--- src/rtl/hazard_sched_ctrl_pkg.sv ---
// Shared encodings for the core pipeline control blocks.
// Latency: n/a (types and constants only).
// Backpressure: n/a.
package core_ctrl_pkg;

  // E-stage operand forwarding mux select codes
  localparam logic [1:0] FWD_RF = 2'b00;
  localparam logic [1:0] FWD_W  = 2'b01;
  localparam logic [1:0] FWD_M  = 2'b10;

  // PC-source 2:1 mux select codes
  localparam logic PC_SEL_PLUS4  = 1'b0;
  localparam logic PC_SEL_BRANCH = 1'b1;

  // Memory-wait FSM states
  typedef enum logic {
    RUN      = 1'b0,
    MEM_WAIT = 1'b1
  } ctrl_state_e;

endpackage

--- src/rtl/hazard_sched_ctrl_if.sv ---
// Bundle of pipeline register addresses, hazard inputs and control outputs.
// Latency: n/a (wiring only).
// Backpressure: dmem_req_m/dmem_ready handshake freezes the pipeline.
interface hazard_sched_ctrl_if #(
  parameter int REG_AW = 5,
  parameter int CNT_W  = 16
);

  logic [REG_AW-1:0] rs1_d;
  logic [REG_AW-1:0] rs2_d;
  logic [REG_AW-1:0] rs1_e;
  logic [REG_AW-1:0] rs2_e;
  logic [REG_AW-1:0] rd_e;
  logic [REG_AW-1:0] rd_m;
  logic [REG_AW-1:0] rd_w;
  logic              reg_write_m;
  logic              reg_write_w;
  logic              load_e;
  logic              pc_src_e;
  logic              dmem_req_m;
  logic              dmem_ready;

  logic [1:0]        forward_a_e;
  logic [1:0]        forward_b_e;
  logic              pc_sel;
  logic              stall_f;
  logic              stall_d;
  logic              stall_e;
  logic              stall_m;
  logic              stall_w;
  logic              flush_d;
  logic              flush_e;
  logic              mem_err;
  logic [CNT_W-1:0]  stall_cnt;
  logic [CNT_W-1:0]  flush_cnt;

  // Pipeline side: supplies stage info, consumes control
  modport master (
    output rs1_d, rs2_d, rs1_e, rs2_e, rd_e, rd_m, rd_w,
    output reg_write_m, reg_write_w, load_e, pc_src_e, dmem_req_m, dmem_ready,
    input  forward_a_e, forward_b_e, pc_sel,
    input  stall_f, stall_d, stall_e, stall_m, stall_w, flush_d, flush_e,
    input  mem_err, stall_cnt, flush_cnt
  );

  // Controller side
  modport slave (
    input  rs1_d, rs2_d, rs1_e, rs2_e, rd_e, rd_m, rd_w,
    input  reg_write_m, reg_write_w, load_e, pc_src_e, dmem_req_m, dmem_ready,
    output forward_a_e, forward_b_e, pc_sel,
    output stall_f, stall_d, stall_e, stall_m, stall_w, flush_d, flush_e,
    output mem_err, stall_cnt, flush_cnt
  );

endinterface

--- src/rtl/hazard_sched_ctrl_fwd.sv ---
// Forwarding comparator for one E-stage source operand.
// Latency: combinational.
// Backpressure: none; valid regardless of pipeline freeze.
module fwd_sel_unit
  import core_ctrl_pkg::*;
#(
  parameter int REG_AW = 5
) (
  input  logic              reg_write_m,
  input  logic [REG_AW-1:0] rd_m,
  input  logic              reg_write_w,
  input  logic [REG_AW-1:0] rd_w,
  input  logic [REG_AW-1:0] rs_e,
  output logic [1:0]        fwd_sel
);

  // x0 is never forwarded; the younger M result wins over W
  always_comb begin
    fwd_sel = FWD_RF;
    if (rs_e != '0) begin
      if (reg_write_m && (rd_m == rs_e)) begin
        fwd_sel = FWD_M;
      end else if (reg_write_w && (rd_w == rs_e)) begin
        fwd_sel = FWD_W;
      end
    end
  end

endmodule

--- src/rtl/hazard_sched_ctrl.sv ---
// Hazard/forwarding controller: forward selects, PC select, stall/flush enables.
// Latency: controls combinational; counters, mem_err and FSM update on the next edge.
// Backpressure: M-stage access without dmem_ready freezes all five stages.
module hazard_sched_ctrl
  import core_ctrl_pkg::*;
#(
  parameter int REG_AW      = 5,
  parameter int CNT_W       = 16,
  parameter int MEM_TIMEOUT = 64
) (
  input  logic                clk,
  input  logic                rst_n,
  hazard_sched_ctrl_if.slave  bus
);

  localparam int              TW       = (MEM_TIMEOUT > 2) ? $clog2(MEM_TIMEOUT) : 1;
  localparam logic [TW-1:0]   TMO_LAST = TW'(MEM_TIMEOUT - 1);
  localparam logic [TW-1:0]   TMO_ONE  = TW'(1);
  localparam logic [CNT_W-1:0] CNT_MAX = '1;
  localparam logic [CNT_W-1:0] CNT_ONE = CNT_W'(1);

  ctrl_state_e      state_q, state_d;
  logic [TW-1:0]    tmo_q, tmo_d;
  logic             mem_err_q, mem_err_d;
  logic [CNT_W-1:0] stall_cnt_q, stall_cnt_d;
  logic [CNT_W-1:0] flush_cnt_q, flush_cnt_d;

  logic freeze;
  logic lu;
  logic waiting;
  logic pc_sel, stall_f, stall_d, stall_e, stall_m, stall_w, flush_d, flush_e;

  fwd_sel_unit #(.REG_AW(REG_AW)) u_fwd_a (
    .reg_write_m (bus.reg_write_m),
    .rd_m        (bus.rd_m),
    .reg_write_w (bus.reg_write_w),
    .rd_w        (bus.rd_w),
    .rs_e        (bus.rs1_e),
    .fwd_sel     (bus.forward_a_e)
  );

  fwd_sel_unit #(.REG_AW(REG_AW)) u_fwd_b (
    .reg_write_m (bus.reg_write_m),
    .rd_m        (bus.rd_m),
    .reg_write_w (bus.reg_write_w),
    .rd_w        (bus.rd_w),
    .rs_e        (bus.rs2_e),
    .fwd_sel     (bus.forward_b_e)
  );

  // Freeze is decided from the live handshake so the first waiting cycle already holds
  assign freeze = bus.dmem_req_m && !bus.dmem_ready;
  assign lu     = bus.load_e && (bus.rd_e != '0) &&
                  ((bus.rd_e == bus.rs1_d) || (bus.rd_e == bus.rs2_d));

  // State register
  always_ff @(posedge clk or negedge rst_n) begin
    if (!rst_n) begin
      state_q <= RUN;
    end else begin
      state_q <= state_d;
    end
  end

  // Next-state: wait in MEM_WAIT until memory answers, even past the timeout
  always_comb begin
    state_d = state_q;
    case (state_q)
      RUN:      if (freeze) state_d = MEM_WAIT;
      MEM_WAIT: if (bus.dmem_ready) state_d = RUN;
      default:  state_d = RUN;
    endcase
  end

  // Outputs: freeze overrides everything, then branch beats load-use
  always_comb begin
    waiting = (state_q == MEM_WAIT);
    pc_sel  = PC_SEL_PLUS4;
    stall_f = 1'b0;
    stall_d = 1'b0;
    stall_e = 1'b0;
    stall_m = 1'b0;
    stall_w = 1'b0;
    flush_d = 1'b0;
    flush_e = 1'b0;
    if (freeze) begin
      stall_f = 1'b1;
      stall_d = 1'b1;
      stall_e = 1'b1;
      stall_m = 1'b1;
      stall_w = 1'b1;
    end else if (bus.pc_src_e) begin
      pc_sel  = PC_SEL_BRANCH;
      flush_d = 1'b1;
      flush_e = 1'b1;
    end else if (lu) begin
      stall_f = 1'b1;
      stall_d = 1'b1;
      flush_e = 1'b1;
    end
  end

  // Watchdog and saturating debug counters
  always_comb begin
    tmo_d       = '0;
    mem_err_d   = mem_err_q;
    stall_cnt_d = stall_cnt_q;
    flush_cnt_d = flush_cnt_q;
    if (waiting) begin
      tmo_d = (tmo_q != TMO_LAST) ? tmo_q + TMO_ONE : tmo_q;
      if (!bus.dmem_ready && (tmo_q == TMO_LAST)) begin
        mem_err_d = 1'b1;
      end
    end
    if (stall_f && (stall_cnt_q != CNT_MAX)) begin
      stall_cnt_d = stall_cnt_q + CNT_ONE;
    end
    if (flush_e && (flush_cnt_q != CNT_MAX)) begin
      flush_cnt_d = flush_cnt_q + CNT_ONE;
    end
  end

  // Watchdog, error flag and counter registers
  always_ff @(posedge clk or negedge rst_n) begin
    if (!rst_n) begin
      tmo_q       <= '0;
      mem_err_q   <= 1'b0;
      stall_cnt_q <= '0;
      flush_cnt_q <= '0;
    end else begin
      tmo_q       <= tmo_d;
      mem_err_q   <= mem_err_d;
      stall_cnt_q <= stall_cnt_d;
      flush_cnt_q <= flush_cnt_d;
    end
  end

  assign bus.pc_sel    = pc_sel;
  assign bus.stall_f   = stall_f;
  assign bus.stall_d   = stall_d;
  assign bus.stall_e   = stall_e;
  assign bus.stall_m   = stall_m;
  assign bus.stall_w   = stall_w;
  assign bus.flush_d   = flush_d;
  assign bus.flush_e   = flush_e;
  assign bus.mem_err   = mem_err_q;
  assign bus.stall_cnt = stall_cnt_q;
  assign bus.flush_cnt = flush_cnt_q;

endmodule

--- src/flat_wrapper.sv ---
// flat-port wrapper written by rule: the top's interface ports become plain ports
module hazard_sched_ctrl_flat import core_ctrl_pkg::*;
#(
  parameter int REG_AW      = 5,
  parameter int CNT_W       = 16,
  parameter int MEM_TIMEOUT = 64
)
  (clk, rst_n, bus_rs1_d, bus_rs2_d, bus_rs1_e, bus_rs2_e, bus_rd_e, bus_rd_m, bus_rd_w, bus_reg_write_m, bus_reg_write_w, bus_load_e, bus_pc_src_e, bus_dmem_req_m, bus_dmem_ready, bus_forward_a_e, bus_forward_b_e, bus_pc_sel, bus_stall_f, bus_stall_d, bus_stall_e, bus_stall_m, bus_stall_w, bus_flush_d, bus_flush_e, bus_mem_err, bus_stall_cnt, bus_flush_cnt);
  hazard_sched_ctrl_if #(.REG_AW(REG_AW), .CNT_W(CNT_W)) bus_i ();
  input  logic clk;
  input  logic rst_n;
  input wire logic [$bits(bus_i.rs1_d)-1:0] bus_rs1_d;
  input wire logic [$bits(bus_i.rs2_d)-1:0] bus_rs2_d;
  input wire logic [$bits(bus_i.rs1_e)-1:0] bus_rs1_e;
  input wire logic [$bits(bus_i.rs2_e)-1:0] bus_rs2_e;
  input wire logic [$bits(bus_i.rd_e)-1:0] bus_rd_e;
  input wire logic [$bits(bus_i.rd_m)-1:0] bus_rd_m;
  input wire logic [$bits(bus_i.rd_w)-1:0] bus_rd_w;
  input wire logic [$bits(bus_i.reg_write_m)-1:0] bus_reg_write_m;
  input wire logic [$bits(bus_i.reg_write_w)-1:0] bus_reg_write_w;
  input wire logic [$bits(bus_i.load_e)-1:0] bus_load_e;
  input wire logic [$bits(bus_i.pc_src_e)-1:0] bus_pc_src_e;
  input wire logic [$bits(bus_i.dmem_req_m)-1:0] bus_dmem_req_m;
  input wire logic [$bits(bus_i.dmem_ready)-1:0] bus_dmem_ready;
  output wire logic [$bits(bus_i.forward_a_e)-1:0] bus_forward_a_e;
  output wire logic [$bits(bus_i.forward_b_e)-1:0] bus_forward_b_e;
  output wire logic [$bits(bus_i.pc_sel)-1:0] bus_pc_sel;
  output wire logic [$bits(bus_i.stall_f)-1:0] bus_stall_f;
  output wire logic [$bits(bus_i.stall_d)-1:0] bus_stall_d;
  output wire logic [$bits(bus_i.stall_e)-1:0] bus_stall_e;
  output wire logic [$bits(bus_i.stall_m)-1:0] bus_stall_m;
  output wire logic [$bits(bus_i.stall_w)-1:0] bus_stall_w;
  output wire logic [$bits(bus_i.flush_d)-1:0] bus_flush_d;
  output wire logic [$bits(bus_i.flush_e)-1:0] bus_flush_e;
  output wire logic [$bits(bus_i.mem_err)-1:0] bus_mem_err;
  output wire logic [$bits(bus_i.stall_cnt)-1:0] bus_stall_cnt;
  output wire logic [$bits(bus_i.flush_cnt)-1:0] bus_flush_cnt;
  assign bus_i.rs1_d = bus_rs1_d;
  assign bus_i.rs2_d = bus_rs2_d;
  assign bus_i.rs1_e = bus_rs1_e;
  assign bus_i.rs2_e = bus_rs2_e;
  assign bus_i.rd_e = bus_rd_e;
  assign bus_i.rd_m = bus_rd_m;
  assign bus_i.rd_w = bus_rd_w;
  assign bus_i.reg_write_m = bus_reg_write_m;
  assign bus_i.reg_write_w = bus_reg_write_w;
  assign bus_i.load_e = bus_load_e;
  assign bus_i.pc_src_e = bus_pc_src_e;
  assign bus_i.dmem_req_m = bus_dmem_req_m;
  assign bus_i.dmem_ready = bus_dmem_ready;
  assign bus_forward_a_e = bus_i.forward_a_e;
  assign bus_forward_b_e = bus_i.forward_b_e;
  assign bus_pc_sel = bus_i.pc_sel;
  assign bus_stall_f = bus_i.stall_f;
  assign bus_stall_d = bus_i.stall_d;
  assign bus_stall_e = bus_i.stall_e;
  assign bus_stall_m = bus_i.stall_m;
  assign bus_stall_w = bus_i.stall_w;
  assign bus_flush_d = bus_i.flush_d;
  assign bus_flush_e = bus_i.flush_e;
  assign bus_mem_err = bus_i.mem_err;
  assign bus_stall_cnt = bus_i.stall_cnt;
  assign bus_flush_cnt = bus_i.flush_cnt;
  hazard_sched_ctrl #(.REG_AW(REG_AW), .CNT_W(CNT_W), .MEM_TIMEOUT(MEM_TIMEOUT)) u_core (.clk(clk), .rst_n(rst_n), .bus(bus_i));
endmodule
--- config.mk ---
export PLATFORM = sky130hd
export DESIGN_NAME = hazard_sched_ctrl_flat
export DESIGN_NICKNAME = d
export VERILOG_FILES = /design/src/rtl/hazard_sched_ctrl_pkg.sv /design/src/rtl/hazard_sched_ctrl_if.sv /design/src/rtl/hazard_sched_ctrl_fwd.sv /design/src/rtl/hazard_sched_ctrl.sv /design/src/flat_wrapper.sv
export SDC_FILE = /design/constraint.sdc
export NUM_CORES = 1
export LEC_CHECK = 0
export ABC_AREA = 1
export BUFFER_PORTS_ARGS = -buffer_cell sky130_fd_sc_hd__clkbuf_2
export CORE_UTILIZATION = 57
export DETAILED_ROUTE_END_ITERATION = 8
export PLACE_DENSITY = 0.86
export SLEW_MARGIN = 25
export SYNTH_ARGS = -nofsm -noshare
export SYNTH_HDL_FRONTEND = slang
export SYNTH_HIERARCHICAL = 1
export SYNTH_SLANG_ARGS = --single-unit
--- constraint.sdc ---
create_clock -name clk -period 3.3 [get_ports clk]
set_input_delay 0.33 -clock clk [delete_from_list [all_inputs] [get_ports clk]]
set_output_delay 0.33 -clock clk [all_outputs]
set_load 0.01 [all_outputs]
# Yosys cells after proc, flatten, opt, wreduce, memory -nomap -nowiden
# Cells that the tools add are included.
# totals
regBits	40
output_inout_bits	45
# op_classes
addsub	3
reduce_logical	16
mux	18
n_bitwise	1
n_eq_ne	11
# op_table
cell	n
adder 16 x 1 -> 16 bit, second input constant	2
!= test 16 bit, second input constant	2
== test 5 bit	6
nonzero test 5 bit	3
2-to-1 mux 6 bit	2
2-to-1 mux 1 bit	11
logical AND 1 bit	10
2-to-1 mux 2 bit	4
adder 6 x 1 -> 6 bit, second input constant	1
== test 6 bit, second input constant	1
!= test 6 bit, second input constant	1
!= test 2 bit, second input constant	1
one-hot mux 1 bit (2 select lines)	1
AND reduction 2 bit	1
logical NOT 1 bit	1
logical OR 1 bit	1
inverter 1 bit	1

# Longest topological paths before layout
# logic_depth
word_depth	7
mapped_depth	12

# Hierarchy
# Netlist, hierarchy kept.
# by_module_without_submodules
mod	instances	cells_each	seq_area_each_um2	area_each_um2
hazard_sched_ctrl	1	373	1001.0	2602.5
fwd_sel_unit	2	58	0.0	234.0

# Least setup slack after synthesis
# Ideal clock, no wire load.
# synth_path
kind	reg2reg
start	reg u_core.stall_cnt_q[0] (netlist: u_core/bus.stall_cnt[0])
end	reg u_core.stall_cnt_q[13] (netlist: u_core/bus.stall_cnt[13])
required_ps	3183
synth_period_minus_slack_ps	1593
setup_time_ps	117
setup_slack_ps	1707
t_arrival_ps	1476
stages_incl_launch_ff	12
path_cell_list	dfrtp_1 > ha_1 > inv_1 > nor2_2 > nand3_1 > clkinv_1 > nand4_4 > nand2_1 > nor2_1 > nand2_1 > nand2_1 > nand2_1
# synth_between
elab_chain_cells	2
elab_cells_between_ends	3
classes_between	add/sub (1); eq/ne (1); reduce/logical (1)
# synth_rtl
element	line_no	text
start: declaration	hazard_sched_ctrl.sv:25	logic [CNT_W-1:0] stall_cnt_q, stall_cnt_d;
start signal: assignment	hazard_sched_ctrl.sv:133	stall_cnt_q <= stall_cnt_d;
branches (longest 2 deep; another with adder 16 x 1 -> 16 bit)	--	
# Several ways; the timed one is not identified.
# A chain may end at the register's enable or synchronous reset.

# Worst setup path after layout
# layout_path
start	reg u_core.flush_cnt_q[0] (netlist: u_core/bus.flush_cnt[0])
end	reg u_core.flush_cnt_q[9] (netlist: u_core/bus.flush_cnt[9])
# layout_between
elab_chain_cells	2
elab_cells_between_ends	3
classes_between	add/sub (1); eq/ne (1); reduce/logical (1)
# layout_rtl
element	line_no	text
start: declaration	hazard_sched_ctrl.sv:26	logic [CNT_W-1:0] flush_cnt_q, flush_cnt_d;
start signal: assignment	hazard_sched_ctrl.sv:134	flush_cnt_q <= flush_cnt_d;
branches (longest 2 deep; another with adder 16 x 1 -> 16 bit)	--	
# Several ways; the timed one is not identified.

==> results.toml <==
[outcome]
run_status = "finished clean"

[worst_setup_path]
critical-path-max-stage-delay_ns = 0.39
cp-end-kind = "flip-flop"
reg2reg_depth = 9
crit_chain = "ha_1, nand2_1, nor2_2, nand3_2, nor2_2, nand2_2, nand2_2, nand2_1, nand2_1"
cpMostUsedCell = "nand2_1"
cp_data_arrival_time_ns = 2.01
crit_required_ns = 3.53
reg2reg_slack_ns = 1.53
worstPathMaxFanout = 15
cp-start-kind = "flip-flop"
worst_path_max_delay_cell = "dfrtp_1"
r2r-end = "u_core/bus.flush_cnt[9]"
critPathBufInv = 0
path_class = "flip-flop to flip-flop"
reg2reg_from = "u_core/bus.flush_cnt[0]"
crit_family = "simple AND/OR/NAND/NOR gates"

[synth]
synthDistinctLibCells = 26
synth-seq-cells = 40
mappedNetlistArea_um2 = 3070
yosys_warnings = 6
syn-instance-count = 489
syn_nets = 535
syn_area_per_cell_um2 = 6.28
synth_seq_area_share_pct = 32.6

[sta]
slew_violations = 0
tightest_slew_ns = 0.882
slew_headroom_pct = 41.2
fin_crit_sh_pct = 53.8
setup_violations = 0
hold_violations = 0
finalCriticalPeriod_ns = 1.77
fmax_ghz = 0.564
skew_ns = 0.0107
rsz0062_at_grt = "false"
holdWs_ns = 0.147
tns_ns = 0

[drt]
drc = 0
wl_per_cell_um = 10.5
viasPerCell = 4.97
antenna_left = 0
routed_wirelength_mm = 6.77
drtIter0Drc = 180
dr.pass1.iters = 4
vias = 3206

[die]
fp.dieW_um = 75.4
dieArea_um2 = 5680
die_y_um = 75.4
initial_core_util_pct = 59.7
row_count = 26
ios = 88
core_um2 = 5140

[grt]
grt_start_max_net_pins = 41
track_usage_pct = 24.8
antenna_found_initial = 0
gr-total-overflow = 0
first_global_vias = 2723
grt_first_pass_wirelength_mm = 11.0

[clock_network]
h-tree-depth = 2
cts-root-buf = "clkbuf_8"
cts_made_buffers = 5
worstSkewPairLatency_ns = 0.30
post_cts_buffers = 0
clk_path_buf_depth = 2
hold_buffers = 0
clkTransAtPathRegs_ns = 0.08
cts_tree = "built"
cts.sinks = 40
ctsResizeCount = 0

[cells_and_area]
n_fill_cell = 462
drive_gt1_share_pct = 22.3
nets = 620
multiInputGateArea_um2 = 1650
seq_area_um2 = 1000
antenna_cells = 0
syn_to_final_growth_pct = 17.3

[power_and_ir_drop]
power_density_nw_per_um2 = 366
power.leakage_nw = 2.13
ir_worst_vdd_v = 0.000279

[place]
dp_hpwl_mm = 5.17
gp_congestion = 0.876
portBuffers = 87

[hold_path]
hold_path_class = "primary input to async pin"

[run]
maxCapViolCount = 0
per-stage QoR:
step | power (W) | setup WS [ns] | utilization, % | cells | area (um^2)
after floorplan | 0.000841 | 1.71 | - | 489 | 3070
after global placement | 0.000965 | 1.60 | 68.2 | 637 | 3510
after detailed placement | 0.000982 | 1.56 | 68.2 | 637 | 3510
after CTS | 0.00133 | 1.54 | 70.1 | 645 | 3600
after global routing | 0.00141 | 1.34 | 70.1 | 645 | 3600
final | 0.00132 | 1.53 | 70.1 | 645 | 3600
synth_stat cells (all sizes together):
master,instances,area (um^2)
nand4,7,58.8
nand2,192,753
dfrtp,40,1000
nand3,53,285
o21bai,1,7.51
xnor2,2,17.5
inv,88,330
a211oi,1,7.51
ha,3,37.5
buf,9,86.3
o21ai,5,25.0
nor2,56,223
xor2,12,105
clkinv,1,3.75
nor3,15,106
a21oi,3,15.0
a22oi,1,7.51
state kept, by name, indices dropped and copies added, names as in the netlist:
signal	count
u_core/bus.flush_cnt	16
u_core/bus.stall_cnt	16
u_core/tmo_q	6
u_core/bus.mem_err	1
u_core/state_q	1
worst reg2reg max path: cells and delay by family (launching register included):
family,cells,cell delay (ns)
adder cells (fa/ha/maj),1,0.20
flip-flops,1,0.39
AND/OR/NAND/NOR,8,1.13
worst max-delay path by stage:
stage	cells after the start	end	startpoint
2_1_floorplan	11	u_core/bus.stall_cnt[13]	u_core/bus.stall_cnt[0]
5_1_grt	9	u_core/bus.flush_cnt[7]	u_core/bus.flush_cnt[0]
4_1_cts	10	u_core/bus.flush_cnt[3]	u_core/bus.flush_cnt[0]
3_3_place_gp	10	bus_stall_d	bus_rd_e[3]
6_report	9	u_core/bus.flush_cnt[9]	u_core/bus.flush_cnt[0]
3_5_place_dp	10	bus_stall_d	bus_rd_e[1]
cells by family (layout without fill, tap and decap cells):
logic type               count (synthesis)  after routing  share of synthesized area, %
adder cells (fa/ha/maj)                  3              3                          1.22
AND/OR/NAND/NOR                        323            323                          46.5
flip-flops                              40             40                          32.6
AO/OA/AOI/OAI                           11             11                          2.04
buffers and inverters                   98            184                          13.7
XOR/XNOR                                14             14                          3.99
where the power goes:
group	internal, W	switching, W
combinational	0.000139	0.000217
clock	0.000170	0.000173
sequential	0.000544	0.0000744
cells in the final DEF (no fill, tap or decap):
cell,synthesis,final
o21bai_1,1,1
o21ai_0,5,5
nand2_1,183,183
nor3_1,10,10
nor3_4,1,1
clkinv_1,1,1
xor2_1,12,12
a211oi_1,1,1
dfrtp_1,40,40
nand4_4,1,1
a22oi_1,1,1
a21oi_1,3,3
nand4_1,6,6
buf_2,0,1
clkbuf_1,0,1
clkbuf_8,0,6
nand3_1,49,49
nand2_2,7,7
ha_1,3,3
clkbuf_2,0,86
clkinvlp_4,0,1
nor3_2,4,4
inv_1,78,78
xnor2_1,2,2
nand3_2,4,4
nand2_4,2,2
nor2_2,5,5
nor2_1,51,51
inv_2,10,10
per-layer routing:
layer / vias to the layer above / global-route usage, % / part of all wire, %
met4: 0 / 7.82 / 1.3
met2: 104 / 45.4 / 50
met1: 1438 / 30.3 / 44
met5: - / 0 / 0
met3: 9 / 3.31 / 4.7
li1: 1655 / - / -
final cells by class:
| type | count | share of cell area [%] |
|---|---|---|
| repair buffers | 87 | 12.1 |
| clock inverters | 1 | 0.208 |
| multi-input cells | 351 | 45.8 |
| well taps | 70 | 2.43 |
| inverters | 89 | 9.28 |
| flip-flops and latches | 40 | 27.8 |
| clock buffers | 7 | 2.40 |
Note: power is estimated with default switching activity, not from simulation.
